==> src/rtl/stepper_pkg.sv <==
// Shared definitions for the stepper phase decoder: the half-step phase table,
// the FSM state type and the pattern decode helper.
package stepper_pkg;

  localparam int unsigned PHASE_IDX_W = 3;
  localparam int unsigned PATTERN_W   = 4;
  localparam int unsigned NUM_PHASES  = 8;

  localparam logic [PATTERN_W-1:0] IDLE_PATTERN = 4'b0000;

  // Entry i holds the coil pattern for half-step index i.
  localparam logic [NUM_PHASES-1:0][PATTERN_W-1:0] PHASE_TABLE = {
    4'b1001, 4'b1000, 4'b1100, 4'b0100, 4'b0110, 4'b0010, 4'b0011, 4'b0001
  };

  typedef enum logic {
    ST_UNLOCKED = 1'b0,
    ST_LOCKED   = 1'b1
  } state_e;

  typedef struct packed {
    logic                   is_phase;
    logic                   is_idle;
    logic [PHASE_IDX_W-1:0] idx;
  } phase_decode_t;

  function automatic phase_decode_t decode_phase(input logic [PATTERN_W-1:0] pattern);
    phase_decode_t d;
    d         = '0;
    d.is_idle = (pattern == IDLE_PATTERN);
    for (int unsigned i = 0; i < NUM_PHASES; i++) begin
      if (PHASE_TABLE[i] == pattern) begin
        d.is_phase = 1'b1;
        d.idx      = PHASE_IDX_W'(i);
      end
    end
    return d;
  endfunction

endpackage

==> src/rtl/signal_stable_filter.sv <==
// Two-flop synchronizer followed by a stability filter: a pattern is accepted
// once after it has been seen unchanged for FILTER_CYCLES consecutive cycles.
module signal_stable_filter
  import stepper_pkg::*;
#(
  parameter int unsigned FILTER_CYCLES = 4
) (
  input  logic                 clk,
  input  logic                 reset,
  input  logic [PATTERN_W-1:0] raw_signals,
  output logic                 accepted_valid,
  output logic [PATTERN_W-1:0] accepted_pattern
);

  localparam int unsigned CNT_W = 4;

  logic [PATTERN_W-1:0] sync1_q, sync2_q, cand_q, pattern_q;
  logic [CNT_W-1:0]     cnt_q;
  logic [CNT_W-1:0]     cnt_next;
  logic                 done_q;
  logic                 valid_q;

  assign cnt_next = cnt_q + CNT_W'(1);

  always_ff @(posedge clk) begin
    if (reset) begin
      sync1_q   <= '0;
      sync2_q   <= '0;
      cand_q    <= '0;
      pattern_q <= '0;
      cnt_q     <= '0;
      done_q    <= 1'b0;
      valid_q   <= 1'b0;
    end else begin
      sync1_q <= raw_signals;
      sync2_q <= sync1_q;
      valid_q <= 1'b0;
      if (sync2_q != cand_q) begin
        // New candidate: this cycle counts as its first sighting.
        cand_q <= sync2_q;
        cnt_q  <= CNT_W'(1);
        done_q <= (FILTER_CYCLES == 1);
        if (FILTER_CYCLES == 1) begin
          valid_q   <= 1'b1;
          pattern_q <= sync2_q;
        end
      end else if (!done_q) begin
        cnt_q <= cnt_next;
        if (cnt_next == CNT_W'(FILTER_CYCLES)) begin
          valid_q   <= 1'b1;
          done_q    <= 1'b1;
          pattern_q <= cand_q;
        end
      end
    end
  end

  assign accepted_valid   = valid_q;
  assign accepted_pattern = pattern_q;

endmodule

==> src/rtl/stepper_phase_decoder.sv <==
// Decodes filtered half-step coil patterns into position, direction, step
// timing and error status relative to a locked reference phase.
module stepper_phase_decoder
  import stepper_pkg::*;
#(
  parameter int unsigned FILTER_CYCLES  = 4,
  parameter int unsigned INTERVAL_WIDTH = 16
) (
  input  logic                      clk,
  input  logic                      reset,
  input  logic [3:0]                stepper_signals,
  input  logic                      clear_error,
  output logic [7:0]                position,
  output logic                      step_pulse,
  output logic                      dir,
  output logic [INTERVAL_WIDTH-1:0] step_interval,
  output logic                      error,
  output logic [7:0]                error_count,
  output logic                      locked
);

  logic                      acc_valid;
  logic [PATTERN_W-1:0]      acc_pattern;
  phase_decode_t             dec_c;
  logic [PHASE_IDX_W-1:0]    delta_c;
  logic                      err_event_c, step_c, step_dir_c;
  logic [7:0]                step_delta_c;

  state_e                    state_q;
  logic [PHASE_IDX_W-1:0]    ref_q;
  logic [7:0]                position_q, error_count_q;
  logic                      step_pulse_q, dir_q, error_q, locked_q;
  logic [INTERVAL_WIDTH-1:0] interval_cnt_q, step_interval_q;

  signal_stable_filter #(
    .FILTER_CYCLES(FILTER_CYCLES)
  ) u_filter (
    .clk             (clk),
    .reset           (reset),
    .raw_signals     (stepper_signals),
    .accepted_valid  (acc_valid),
    .accepted_pattern(acc_pattern)
  );

  assign dec_c   = decode_phase(acc_pattern);
  assign delta_c = dec_c.idx - ref_q;

  // Classify the accepted pattern into step / error events.
  always_comb begin
    err_event_c  = 1'b0;
    step_c       = 1'b0;
    step_dir_c   = 1'b0;
    step_delta_c = '0;
    if (acc_valid) begin
      if (!dec_c.is_phase && !dec_c.is_idle) begin
        err_event_c = 1'b1;
      end else if (dec_c.is_phase && state_q == ST_LOCKED) begin
        case (delta_c)
          3'd1: begin step_c = 1'b1; step_dir_c = 1'b1; step_delta_c = 8'd1;   end
          3'd2: begin step_c = 1'b1; step_dir_c = 1'b1; step_delta_c = 8'd2;   end
          3'd6: begin step_c = 1'b1; step_dir_c = 1'b0; step_delta_c = 8'hFE; end
          3'd7: begin step_c = 1'b1; step_dir_c = 1'b0; step_delta_c = 8'hFF; end
          3'd3, 3'd4, 3'd5: err_event_c = 1'b1;
          default: ;
        endcase
      end
    end
  end

  always_ff @(posedge clk) begin
    if (reset) begin
      state_q         <= ST_UNLOCKED;
      ref_q           <= '0;
      position_q      <= '0;
      step_pulse_q    <= 1'b0;
      dir_q           <= 1'b0;
      step_interval_q <= '0;
      interval_cnt_q  <= '0;
      error_q         <= 1'b0;
      error_count_q   <= '0;
      locked_q        <= 1'b0;
    end else begin
      step_pulse_q <= step_c;
      if (acc_valid) begin
        if (!dec_c.is_phase && !dec_c.is_idle) begin
          state_q  <= ST_UNLOCKED;
          locked_q <= 1'b0;
        end else if (dec_c.is_phase) begin
          state_q  <= ST_LOCKED;
          locked_q <= 1'b1;
          ref_q    <= dec_c.idx;
        end
      end
      if (step_c) begin
        position_q      <= position_q + step_delta_c;
        dir_q           <= step_dir_c;
        step_interval_q <= interval_cnt_q;
        interval_cnt_q  <= INTERVAL_WIDTH'(1);
      end else if (interval_cnt_q != '1) begin
        interval_cnt_q <= interval_cnt_q + INTERVAL_WIDTH'(1);
      end
      // An error event in the same cycle takes priority over clear_error.
      if (err_event_c) begin
        error_q <= 1'b1;
        if (error_count_q != 8'hFF) error_count_q <= error_count_q + 8'd1;
      end else if (clear_error) begin
        error_q <= 1'b0;
      end
    end
  end

  assign position      = position_q;
  assign step_pulse    = step_pulse_q;
  assign dir           = dir_q;
  assign step_interval = step_interval_q;
  assign error         = error_q;
  assign error_count   = error_count_q;
  assign locked        = locked_q;

endmodule
==> config.mk <==
export PLATFORM = sky130hd
export DESIGN_NAME = stepper_phase_decoder
export DESIGN_NICKNAME = d
export VERILOG_FILES = /design/src/rtl/stepper_pkg.sv /design/src/rtl/signal_stable_filter.sv /design/src/rtl/stepper_phase_decoder.sv
export SDC_FILE = /design/constraint.sdc
export NUM_CORES = 1
export LEC_CHECK = 0
export CAP_MARGIN = 0
export CORE_MARGIN = 4
export CORE_UTILIZATION = 60
export CTS_CLUSTER_DIAMETER = 40
export DETAILED_ROUTE_END_ITERATION = 10
export PLACE_DENSITY = 0.85
export SLEW_MARGIN = 15
export SYNTH_ARGS = -nofsm -noshare
export SYNTH_HDL_FRONTEND = slang
export SYNTH_HIERARCHICAL = 1
export SYNTH_SLANG_ARGS = --single-unit
==> constraint.sdc <==
create_clock -name clk -period 8.2 [get_ports clk]
set_clock_uncertainty 0.15 [all_clocks]
set_input_delay 1.23 -clock clk [delete_from_list [all_inputs] [get_ports clk]]
set_output_delay 1.23 -clock clk [all_outputs]
set_load 0.02 [all_outputs]
==> summary.md, run 1 <==
| Metric | Value |
|---|---|
| Number of hold buffers added after CTS | 0 |
| Required time of the worst setup path | 8.32 ns |
| Core Util, Final | 72.8% |
| Final nets | 474 |
| DP HPWL | 4800 microns |
| Final Max Slew Viols | 0 |
| Max cap viols | 0 |
| Main synth FF type | dfxtp_1 |
| Sequential area share after synthesis | 41.8% |
| Top Ports | 43 |
| Vias per Instance | 5.43 |
| Post-route clock period utilization | 52.9% |
| Met2 WL | 3370 microns |
| Crit path max fanout | 12 |
| Pin count of the biggest net entering global routing | 66 |
| Mapped cell area | 3680 sq um |
| Ys Warns | 6 |
| Later-pin clock latency in the skew report | 0.35 ns |
| Synth Area in XOR/XNOR | 7.78% |
| H-tree Lvls | 3 |
| Routed wire length | 7080 microns |
| IO buf count | 42 |
| Placer Congestion | 0.847 |
| R2r endpoint | position[7] |
| Post-synthesis simple-gate area fraction | 25.3% |
| R2r startpoint | u_filter/accepted_pattern[1] |
| Post-CTS setup buffer count | 0 |
| Cells after Synth | 420 |
| Share of cells above drive strength 1 | 7.86% |
| First-pass GRT wire length | 12000 microns |
| Vias in the first global route | 2768 |
| Synth Area in Compound Gates | 12.3% |
| Final setup viols | 0 |
| CTS tree | built |
| Pwr Total | 775 uW |
| Min-delay src | u_filter/sync1_q[0] |
| Design area | 4340 sq um |
| Post-synth EDFFs | 0 |
| GRT Util Overall | 19.9% |
| Slew headroom | 28.3% |
| Post-route setup slack | 3.86 ns |
| Worst-path clk slew | 0.08 ns |
| Minimum clock period | 4.34 ns |
| Grt total ovfl | 0 |
| Post-synth ARST share | 0% |
| Leakage | 1.50 nW |
| Number of remaining DRC errors | 0 |
| Setup slack, reg-to-reg | 3.86 ns |
| Post_cts resized | 0 |
| DR WL/cell | 13.3 microns |
| Final TNS setup | 0 ns |
| Commonest non-fill, non-tap cells in the layout | dfxtp_1, nand2_1, a21oi_1, clkdlybuf4s50_1, nor2_1 |
| CP Capture Type | register |
| Post-synth cell types | 54 |
| Die area | 7460 sq um |
| Chip width | 86.4 microns |
| Hold path depth | 1 |
| WL met1 | 3310 microns |
| Adder-cell share of the synthesized area | 4.82% |
| Syn Nets | 440 |
| Final hold vios | 0 |
| Area Overhead vs Synth | 17.7% |
| Initial Utilization | 61.8% |
| Max Used Layer | met4 |
| Routed wl met3 | 260 microns |
| DRT iter0 DRCs | 201 |
| Hold slack final | 0.289 ns |
| Type of the worst setup path | reg -> reg |
| Hold WC Path Type | reg -> reg |
| Longest Clk Path Bufs | 2 |
| Pwr Density | 179 nW/um^2 |
| Max Freq | 230 MHz |
| Antenna violations before repair | 0 |
| Slew @ Worst Pin | 1.08 ns |
| Core area | 5960 sq um |
| Vias | 2894 |
| Data arrival time of the worst path | 4.46 ns |
| Chip Height | 86.4 microns |
| Non-Filler Instances | 533 |
| Diode count | 0 |
| # rows | 28 |
| VDD IR-drop max | 0.126 mV |
| Cell depth of the worst flop-to-flop path | 15 |
| Setup WS pre-CTS | 3.91 ns |
| Placed Area | 4080 sq um |
| Syn_area_per_cell | 8.77 sq um |
| Post-synthesis mux area share | 3.06% |
| CP Launch Type | register |
| Post-DRT Antenna Nets | 0 |
| Dpl cells | 518 |
| Drt pass-1 iters | 4 |
| Clk sink count | 77 |
| Largest family of logic cells by synthesized area | simple AND/OR/NAND/NOR gates |
| Clk root buf | clkbuf_8 |
| Total CTS buffers | 9 |
| Commonest non-fill, non-tap cell in the layout | dfxtp_1 |
| Hold Path End | u_filter/sync2_q[0] |
| Synth Register Bits | 77 |
| Status | completed |
| RSZ-0062 raised after global routing | no |
==> power by group <==
group	internal, mW	switching (mW)	leakage, nW
combinational	0.00999	0.0118	0.756
clock	0.232	0.139	0.126
sequential	0.378	0.00418	0.623
total	0.620	0.155	1.50
==> registers in the layout (all words and copies together), names as in the netlist <==
name / count
error_count: 8
u_filter/accepted_valid: 1
step_pulse: 1
locked: 1
u_filter/sync2_q: 4
position: 8
u_filter/cnt_q: 4
u_filter/cand_q: 4
error: 1
u_filter/sync1_q: 4
u_filter/accepted_pattern: 4
u_filter/done_q: 1
step_interval: 16
interval_cnt_q: 16
ref_q: 3
dir: 1
==> cells by family (layout without fill, tap and decap cells) <==
group	count (synthesis)	after routing
AO/OA/AOI/OAI	73	73
buffers and inverters	35	73
multiplexers	11	11
flip-flops	77	77
XOR/XNOR	31	31
adder cells (fa/ha/maj)	13	13
AND/OR/NAND/NOR	180	180
==> how the worst max path moves through the flow <==
stage	startpoint	to	slack [ns]	cells after the start
detailed placement	u_filter/accepted_pattern[1]	position[7]	3.91	15
CTS	u_filter/accepted_pattern[1]	position[7]	3.88	15
finish	u_filter/accepted_pattern[1]	position[7]	3.86	15
global placement	u_filter/accepted_pattern[1]	position[7]	4.12	15
global route	u_filter/accepted_pattern[1]	position[7]	3.57	15
floorplan	u_filter/accepted_pattern[3]	position[7]	4.22	16
==> layout make-up <==
class	count	area [sq um]
sequential	77	1540
clock inverter	6	136
multi-input combinational	308	1960
inverter	15	56.3
timing repair buffer	43	423
fill	457	1620
clock buffer	9	124
tap	75	93.8
==> cells in the mapped netlist, types with 4 or more instances <==
cell type	number	area share (%)
a21oi_1	41	5.6
xnor2_1	14	3.3
clkbuf_1	9	0.92
buf_2	4	0.54
nor2b_1	19	3.2
dfxtp_1	77	42
nor3_1	7	0.95
xor2_1	15	3.6
o21ai_0	11	1.5
nand2b_1	16	2.7
nand3_1	8	1.1
inv_1	15	1.5
mux2i_1	9	2.4
nand4_1	6	1.0
or3_1	5	0.85
nor2_1	33	3.4
and3_1	4	0.68
ha_1	11	3.7
a211oi_1	5	1.0
nand2_1	59	6.0
nor2_2	5	0.85
==> routing by layer <==
layer  vias up  track usage (%)
met1      1336             24.4
met4         0             9.21
met2        57             33.7
met5         -                0
li1       1489                -
met3        12             3.61
==> worst max-delay path: stages (launching register included) <==
cell and delay [ns]:
dfxtp_1 0.61, xor2_1 0.19, nand2_1 0.07, ha_1 0.19, fa_1 0.40, xor2_2 0.28, xnor2_2 0.20, nor3_2 0.44
ha_1 0.37, a21oi_1 0.17, nor2_1 0.05, a311oi_1 0.37, a21oi_1 0.15, xnor2_1 0.16, or3_1 0.32, a21oi_1 0.14
No activity file was read; power rests on OpenSTA's default activity.
==> run 2: changes to the inputs <==
CORE_UTILIZATION = 50   (was 60)
PLACE_DENSITY = 0.75   (was 0.85)
clock period = 3.7 ns   (was 8.2 ns; I/O delays follow)
==> run 2 against run 1 <==
Against the previous run:
- via count is 2.7% higher
- count of clock-buffer cells in the layout is 1 higher
- first-iteration DRC count shrank 12%
- global-route usage is 2.0 points lower
- maximum frequency is 18% higher
- non-clock buffer count grew 13
- core utilization fell by 10 points
- combinational power up 130%
- cell area up 4.3%
- register-to-register slack lost 3.8 ns
- setup slack lost 3.8 ns
- critical endpoint unchanged
- largest cell class unchanged
- highest routed layer unchanged
==> summary.md, run 2 (synthesis results as in run 1) <==
| Metric | Value |
|---|---|
| Type of the worst setup path | reg -> reg |
| H-tree Lvls | 3 (unchanged) |
| Longest Clk Path Bufs | 2 (unchanged) |
| Post-route setup slack | 0.0214 ns (-3.84 ns) |
| Later-pin clock latency in the skew report | 0.35 ns (about the same) |
| Pin count of the biggest net entering global routing | 65 (-1.5%) |
| Minimum clock period | 3.68 ns (-0.662 ns) |
| Dpl cells | 551 (+6.4%) |
| R2r startpoint | u_filter/accepted_pattern[1] |
| Top Ports | 43 (unchanged) |
| Final setup viols | 0 (unchanged) |
| Drt pass-1 iters | 4 (unchanged) |
| Sw power | 353 uW (+130%) |
| Vias per Instance | 5.20 (-4.1%) |
| Die area | 8800 sq um (+18%) |
| Commonest non-fill, non-tap cells in the layout | dfxtp_1, nand2_1, clkdlybuf4s50_1, a21oi_1, nor2_1 |
| CP Capture Type | register |
| VDD IR-drop max | 0.285 mV (+130%) |
| Chip width | 93.8 microns (+8.7%) |
| Max cap viols | 0 (unchanged) |
| Number of hold buffers added after CTS | 0 (unchanged) |
| CP Launch Type | register |
| Routed wire length | 7490 microns (+5.7%) |
| Status | completed |
| Diode count | 0 (unchanged) |
| Clock power frac | 44.3% (-3.5 points) |
| First-pass GRT wire length | 12700 microns (+5.5%) |
| Core area | 7210 sq um (+21%) |
| Post-DRT Antenna Nets | 0 (unchanged) |
| Initial Utilization | 51.1% (-11 points) |
| Placer Congestion | 0.825 (-2.6%) |
| Vias in the first global route | 2897 (+4.7%) |
| Chip Height | 93.8 microns (+8.7%) |
| Switching Share | 21.9% (+1.9 points) |
| Final nets | 487 (+2.7%) |
| Hold WC Path Type | reg -> reg |
| Setup WS pre-CTS | 0.0382 ns (-3.87 ns) |
| Data arrival time of the worst path | 3.81 ns (-0.65 ns) |
| Final hold vios | 0 (unchanged) |
| IO buf count | 42 (unchanged) |
| Total CTS buffers | 9 (unchanged) |
| DP HPWL | 5040 microns (+5.2%) |
| Setup crit start | u_filter/accepted_pattern[1] |
| Area Overhead vs Synth | 22.8% |
| Leakage | 1.58 nW (+4.7%) |
| Non-Filler Instances | 571 (+7.1%) |
| Antenna violations before repair | 0 (unchanged) |
| DR WL/cell | 13.1 microns (-1.3%) |
| Share of cells above drive strength 1 | 14.0% (+6.1 points) |
| Int Pwr | 1.26 mW (+100%) |
| Comb power frac | 3.1% (+0.3 points) |
| Pwr Total | 1.61 mW (+110%) |
| Worst-path clk slew | 0.08 ns (about the same) |
| Clk root buf | clkbuf_8 |
| Min-delay src | u_filter/sync1_q[1] |
| # rows | 31 (+11%) |
| Clk sink count | 77 (unchanged) |
| Number of remaining DRC errors | 0 (unchanged) |
| Post-route clock period utilization | 99.4% (+46 points) |
| Pwr Density | 356 nW/um^2 (+99%) |
| Crit path max fanout | 4 (-8) |
| GRT Util Overall | 17.8% (-2.0 points) |
| Required time of the worst setup path | 3.83 ns (-4.49 ns) |
| Grt total ovfl | 0 (unchanged) |
| DRT iter0 DRCs | 177 (-12%) |
| Slew @ Worst Pin | 1.11 ns (+0.0372 ns) |
| Slew headroom | 25.7% (-2.6 points) |
| Commonest non-fill, non-tap cell in the layout | dfxtp_1 |
| Final Max Slew Viols | 0 (unchanged) |
| Vias | 2972 (+2.7%) |
| CTS tree | built |
| Max Freq | 272 MHz (+18%) |
| RSZ-0062 raised after global routing | yes |
| Sequential share of power | 52.6% (+3.2 points) |
==> run 2: cell count changes in the layout (fill, tap and decap cells not counted), moves of 4 or more <==
| cell | change |
|---|---|
| dfxtp_2 | +4 |
| buf_4 | +12 |
| ha_1 | -4 |
| dfxtp_1 | -4 |
==> run 2: layer usage <==
metal / vias to the layer above / GRT usage, % / wire length (microns)
li1: 1506 / - / -
met1: 1402 / 22.2 / 3380
met5: - / 0 / 0
met4: 0 / 7.10 / 105
met3: 12 / 4.33 / 285
met2: 52 / 29.6 / 3710
==> run 2: power groups by stage <==
stage	clock network [mW]	logic [mW]	registers (mW)
2_1_floorplan	0	0.0402	0.865
3_3_place_gp	0	0.0490	0.867
3_5_place_dp	0	0.0504	0.867
4_1_cts	0.732	0.0508	0.848
5_1_grt	0.770	0.0569	0.850
6_report	0.714	0.0503	0.848
==> run 2: layout make-up <==
type	count	area [sq um]
inverters	15	56.3
repair buffers	56	524
clock inverters	6	86.3
well taps	99	124
multi-input cells	308	2050
clock buffers	10	138
flip-flops and latches	77	1550
fillers	616	2690
==> run 2: critical path: stages (launching register included) <==
cell and delay (ns):
dfxtp_2 0.34, xor2_1 0.16, nand2_1 0.09, ha_2 0.18, fa_2 0.40, xor2_4 0.19
xnor2_4 0.17, buf_6 0.13, nor3_4 0.33, ha_4 0.28, a21oi_2 0.14, nor2_2 0.05
a311oi_2 0.34, a21oi_2 0.10, xnor2_1 0.13, or3_1 0.30, a21oi_1 0.12
==> run 2: what timing repair did <==
action                                  in CTS  in global routing
endpoints found under the hold margin        0                  0
endpoints found under the setup margin       0                  3
buffers inserted                             0                  4
gates resized for setup                      0                 16
==> run 2: path summary, 6_finish.rpt <==
check | to | slack [ns] | depth (start not counted)
min reg2reg | u_filter/sync2_q[1] | 0.29 | 1
max | position[7] | 0.02 | 16
min | u_filter/sync2_q[1] | 0.29 | 1
max reg2reg | position[7] | 0.02 | 16
==> run 2: per-stage QoR <==
stage | TNS, ns | utilization [%] | hold slack [ns] | instance area, sq um
CTS | 0 | 61.5 | 0.294 | 4430
global placement | 0 | 58.4 | 0.267 | 4210
global route | -0.240 | 62.7 | 0.310 | 4520
floorplan | 0 | - | 0.264 | 3730
detailed placement | 0 | 58.4 | 0.275 | 4210
finish | 0 | 62.7 | 0.287 | 4520
==> RTL edit 1 (config.mk and constraints of run 2) <==
Make the reset (`reset`) asynchronous in 2 clocked blocks.
--- a/src/rtl/signal_stable_filter.sv
+++ b/src/rtl/signal_stable_filter.sv
@@ -24,3 +24,3 @@
 
-  always_ff @(posedge clk) begin
+  always_ff @(posedge clk or posedge reset) begin
     if (reset) begin
--- a/src/rtl/stepper_phase_decoder.sv
+++ b/src/rtl/stepper_phase_decoder.sv
@@ -69,3 +69,3 @@
 
-  always_ff @(posedge clk) begin
+  always_ff @(posedge clk or posedge reset) begin
     if (reset) begin
Behaviour: differs if reset is asserted again (counterexample within 10 cycles, from zero or initial values and one cycle with reset high); with reset held inactive, the same outputs for 10 cycles.
==> RTL edit 1 against run 2 <==
- setup slack better by 0.037 ns
- synthesized area is 5.5% higher
- hold slack lost 0.086 ns
- cell count is 12% lower
- wire length decreased by 2.6%
- sequential cell count is the same
- design area increased by 6.8%
- critical endpoint is now position[6]$_DFFE_PP0P_
Power is not compared: it rests on default switching activity, and its combinational part moved more than twofold at a synthesized area within 25%.
==> RTL edit 1: results (changes against run 2) <==
* Worst r2r src: u_filter/accepted_pattern[0]$_DFFE_PP0P_ (was u_filter/accepted_pattern[1]$_SDFFE_PP0P_)
* Master of the slowest instance on the critical path: dfrtp_1 (was fa_2)
* Min-delay src: u_filter/sync1_q[0]$_DFF_PP0_ (was u_filter/sync1_q[1]$_SDFF_PP0_)
* Register area share after synthesis at 0.496 (was 0.418)
* Starting DRT DRC Count at 127 (was 177)
* Via Count at 2,722 (was 2,972)
* Slew HR at 0.484 (was 0.257)
* Synth cell types at 52 (was 54)
* Fill cell count at 535 (was 616)
* Post-Route WL at 7.29 mm (was 7.49 mm)
* Vias in the first global route at 2,635 (was 2,897)
* Largest cells by area after synthesis: dfrtp_1 50%, mux2_4 8.5%, xor2_1 3.6% (was dfxtp_1 42%, nand2_1 6.0%, a21oi_1 5.6%)
* Crit path DAT at 3.74 ns (was 3.81 ns)
* Clock buf count at 12 (was 10)
* Share of layout cells above drive strength 1 at 0.233 (was 0.140)
* First-pass GRT wire length at 12.2 mm (was 12.7 mm)
* Worst Hold End: u_filter/sync2_q[0]$_DFF_PP0_ (was u_filter/sync2_q[1]$_SDFF_PP0_)
* Largest net degree at the start of global routing at 50 (was 65)
* Buffer count from post-CTS setup fixing at 1 (was 0)
* H-Tree Depth at 3 (unchanged)
* Commonest cells post-synth: 77 x dfrtp_1, 33 x nor2_1, 22 x mux2_4 (was 77 x dfxtp_1, 59 x nand2_1, 41 x a21oi_1)
* Multi-In Gates at 238 (was 308)
* Nets at 419 (was 487)
* Multi-input gate area in the final layout at 0.00191 mm² (was 0.00205 mm²)
* WHS Path Cells at 0 (was 1)
* Sequential share of cell area at 0.399 (was 0.342)
* DP Wirelength at 5.08 mm (was 5.04 mm)
* Post-Syn Nets at 363 (was 440)
* Worst r2r path cells at 17 (was 16)
* Crit-path max FO at 3 (was 4)
* Register-to-register setup slack at 0.06 ns (was 0.02 ns)
* Gr usage total at 0.171 (was 0.178)
* Non-Clock Buffer Count at 60 (was 56)
* GP Congestion at 0.824 (was 0.825)
* Status: finished, final reports clean (unchanged)
* FF-to-FF End: position[6]$_DFFE_PP0P_ (was position[7]$_SDFFE_PP0P_)
* Inverters at 13 (was 15)
* Layout non-clock buf frac at 0.118 (was 0.116)
* Gates resized, CTS repair at 5 (was 0)
* Clock buf/inv share at 0.0528 (was 0.0495)
* Asr flop ratio synth at 1.00 (was 0)
==> RTL edit 1: cell count changes after synthesis, sizes merged, moves of 9 or more <==
cell | run 2 | this run
mux2 | 2 | 29
nor2b | 19 | 3
dfxtp | 77 | 0
dfrtp | 0 | 77
nand2b | 16 | 7
nand3 | 9 | 21
a21oi | 42 | 11
nand2 | 59 | 19
==> RTL edit 1: worst max path at each step <==
| stage | slack (ns) | endpoint | from | cells past startpoint |
|---|---|---|---|---|
| 2_1_floorplan | 0.004 | position[6]$_DFFE_PP0P_ | u_filter/accepted_pattern[2]$_DFFE_PP0P_ | 18 |
| 3_5_place_dp | -0.08 | position[6]$_DFFE_PP0P_ | u_filter/accepted_pattern[1]$_DFFE_PP0P_ | 15 |
| 5_1_grt | -0.14 | position[6]$_DFFE_PP0P_ | u_filter/accepted_pattern[0]$_DFFE_PP0P_ | 17 |
| 6_report | 0.06 | position[6]$_DFFE_PP0P_ | u_filter/accepted_pattern[0]$_DFFE_PP0P_ | 17 |
| 4_1_cts | -0.004 | position[6]$_DFFE_PP0P_ | u_filter/accepted_pattern[0]$_DFFE_PP0P_ | 17 |
| 3_3_place_gp | 0.08 | position[6]$_DFFE_PP0P_ | u_filter/accepted_pattern[0]$_DFFE_PP0P_ | 15 |
==> RTL edit 1: through the flow <==
step / setup slack [ns] / area [µm²] / hold slack (ns) / cells
after global routing: -0.140 / 4830 / 0.212 / 503
after detailed placement: -0.0794 / 4460 / 0.187 / 482
after CTS: -0.00408 / 4740 / 0.204 / 499
final: 0.0587 / 4830 / 0.201 / 503
after global placement: 0.0842 / 4460 / 0.183 / 482
after floorplan: 0.00355 / 3900 / 0.181 / 343
==> RTL edit 1: power groups by stage <==
stage          logic [mW]  clock network, mW  registers (mW)
2_1_floorplan       0.126                  0           0.882
3_3_place_gp        0.161                  0           0.884
3_5_place_dp        0.166                  0           0.887
4_1_cts             0.171              0.831           0.869
5_1_grt             0.193              0.867           0.872
6_report            0.176              0.817           0.870
==> RTL edit 1: routing by layer <==
layer | global-route usage | routed length, µm | vias to the layer above
met5 | 0 | 0 | -
met4 | 0.0687 | 116 | 0
met3 | 0.0477 | 323 | 12
met2 | 0.283 | 3650 | 50
met1 | 0.209 | 3200 | 1349
li1 | - | - | 1311
==> RTL edit 1: cell families (layout without fill, tap and decap cells) <==
logic type | count (synthesis) | in the layout | synth area share
buffers and inverters | 28 | 89 | 0.0374
adder cells (fa/ha/maj) | 13 | 13 | 0.0457
XOR/XNOR | 32 | 32 | 0.0741
AND/OR/NAND/NOR | 108 | 108 | 0.138
flip-flops | 77 | 77 | 0.496
AO/OA/AOI/OAI | 51 | 51 | 0.0876
multiplexers | 34 | 34 | 0.121
==> RTL edit 2 (flow settings as in run 2) <==
Without the edit above. The parameter `INTERVAL_WIDTH` goes from 16 to 32.
--- a/src/rtl/stepper_phase_decoder.sv
+++ b/src/rtl/stepper_phase_decoder.sv
@@ -6,3 +6,3 @@
   parameter int unsigned FILTER_CYCLES  = 4,
-  parameter int unsigned INTERVAL_WIDTH = 16
+  parameter int unsigned INTERVAL_WIDTH = 32
 ) (
Interface: changed (resized step_interval); port bits go from 43 to 59. The function was not compared with the original's and may differ.
==> RTL edit 2 against run 2 <==
- global-route usage up 1.2 points
- wire length up 47%
- via count up 40%
- sequential cell count up 32
- clock power up 3.1%
- synthesized area up 37%
- design area up 38%
- core utilization up 0.98 points
- combinational power up 87%
- hold slack better by 0.0086 ns
- maximum frequency down 1.5%
- setup slack worse by 0.056 ns
- power up 26%
- the flow now finishes with violations (negative setup slack)
==> RTL edit 2: results (changes against run 2) <==
* Status: finished with violations (was finished, final reports clean)
* WL met3 at 518 µm (was 285 µm)
* Pwr Total at 2.02 mW (was 1.61 mW)
* Worst VDD drop at 0.196 mV (was 0.285 mV)
* Clock share of power at 0.363 (was 0.443)
* Slew @ Worst Pin at 0.882 ns (was 1.11 ns)
* DRT met1 WL at 5.10 mm (was 3.38 mm)
* LEAKAGE at 2.54 nW (was 1.58 nW)
* Clock buf/inv share at 0.0314 (was 0.0495)
* Gr usage total at 0.190 (was 0.178)
* Final std cells w/o fill at 769 (was 571)
* Buffer count from post-CTS setup fixing at 2 (was 0)
* Worst Hold End: u_filter/sync2_q[0]$_SDFF_PP0_ (was u_filter/sync2_q[1]$_SDFF_PP0_)
* Dpl ws at -0.0892 ns (was 0.0382 ns)
* Crit path DAT at 3.89 ns (was 3.81 ns)
* Final WS setup at -0.0342 ns (was 0.0214 ns)
* Endpoints failing setup at 1 (was 0)
* Sequential share of cell area at 0.350 (was 0.342)
* Worst r2r path cells at 15 (was 16)
* Post-Route WL at 11.0 mm (was 7.49 mm)
* Largest net degree at the start of global routing at 39 (was 65)
* Vias in the first global route at 3,922 (was 2,897)
* Placed cells at 745 (was 551)
* Failing checks: negative setup slack
* Largest cells by area after synthesis: dfxtp_1 43%, mux2i_1 8.9%, nor2_1 6.1% (was dfxtp_1 42%, nand2_1 6.0%, a21oi_1 5.6%)
* Fraction of area in multi-input gates at 0.453 (about the same)
-- RTL edit 2: cell count changes in the layout (fill, tap and decap cells not counted), sizes merged, moves of 6 or more --
cell           delta
xor2              +8
buf              +16
nand2            -33
and2              +6
dfxtp            +32
a21oi            -16
mux2i            +36
nand3            +12
nor2             +46
clkdlybuf4s50    +16
o21ai            +12
nand2b            -6
nand4             +9
-- RTL edit 2: cells by family after synthesis --
family,Yosys count,share of synthesized area
xor+xnor,43,0.0744
flops,109,0.431
simple gates,230,0.230
buf+inv,43,0.0398
compound gates,78,0.101
mux,45,0.0890
fa+ha+maj,13,0.0351
-- RTL edit 2: metrics by stage --
stage	utilization	instance area (µm²)	setup TNS, ns
2_1_floorplan	-	5100	-0.0518
3_3_place_gp	0.598	5870	0
3_5_place_dp	0.598	5870	-0.190
4_1_cts	0.623	6110	0
5_1_grt	0.637	6250	-0.354
6_report	0.637	6250	-0.0342
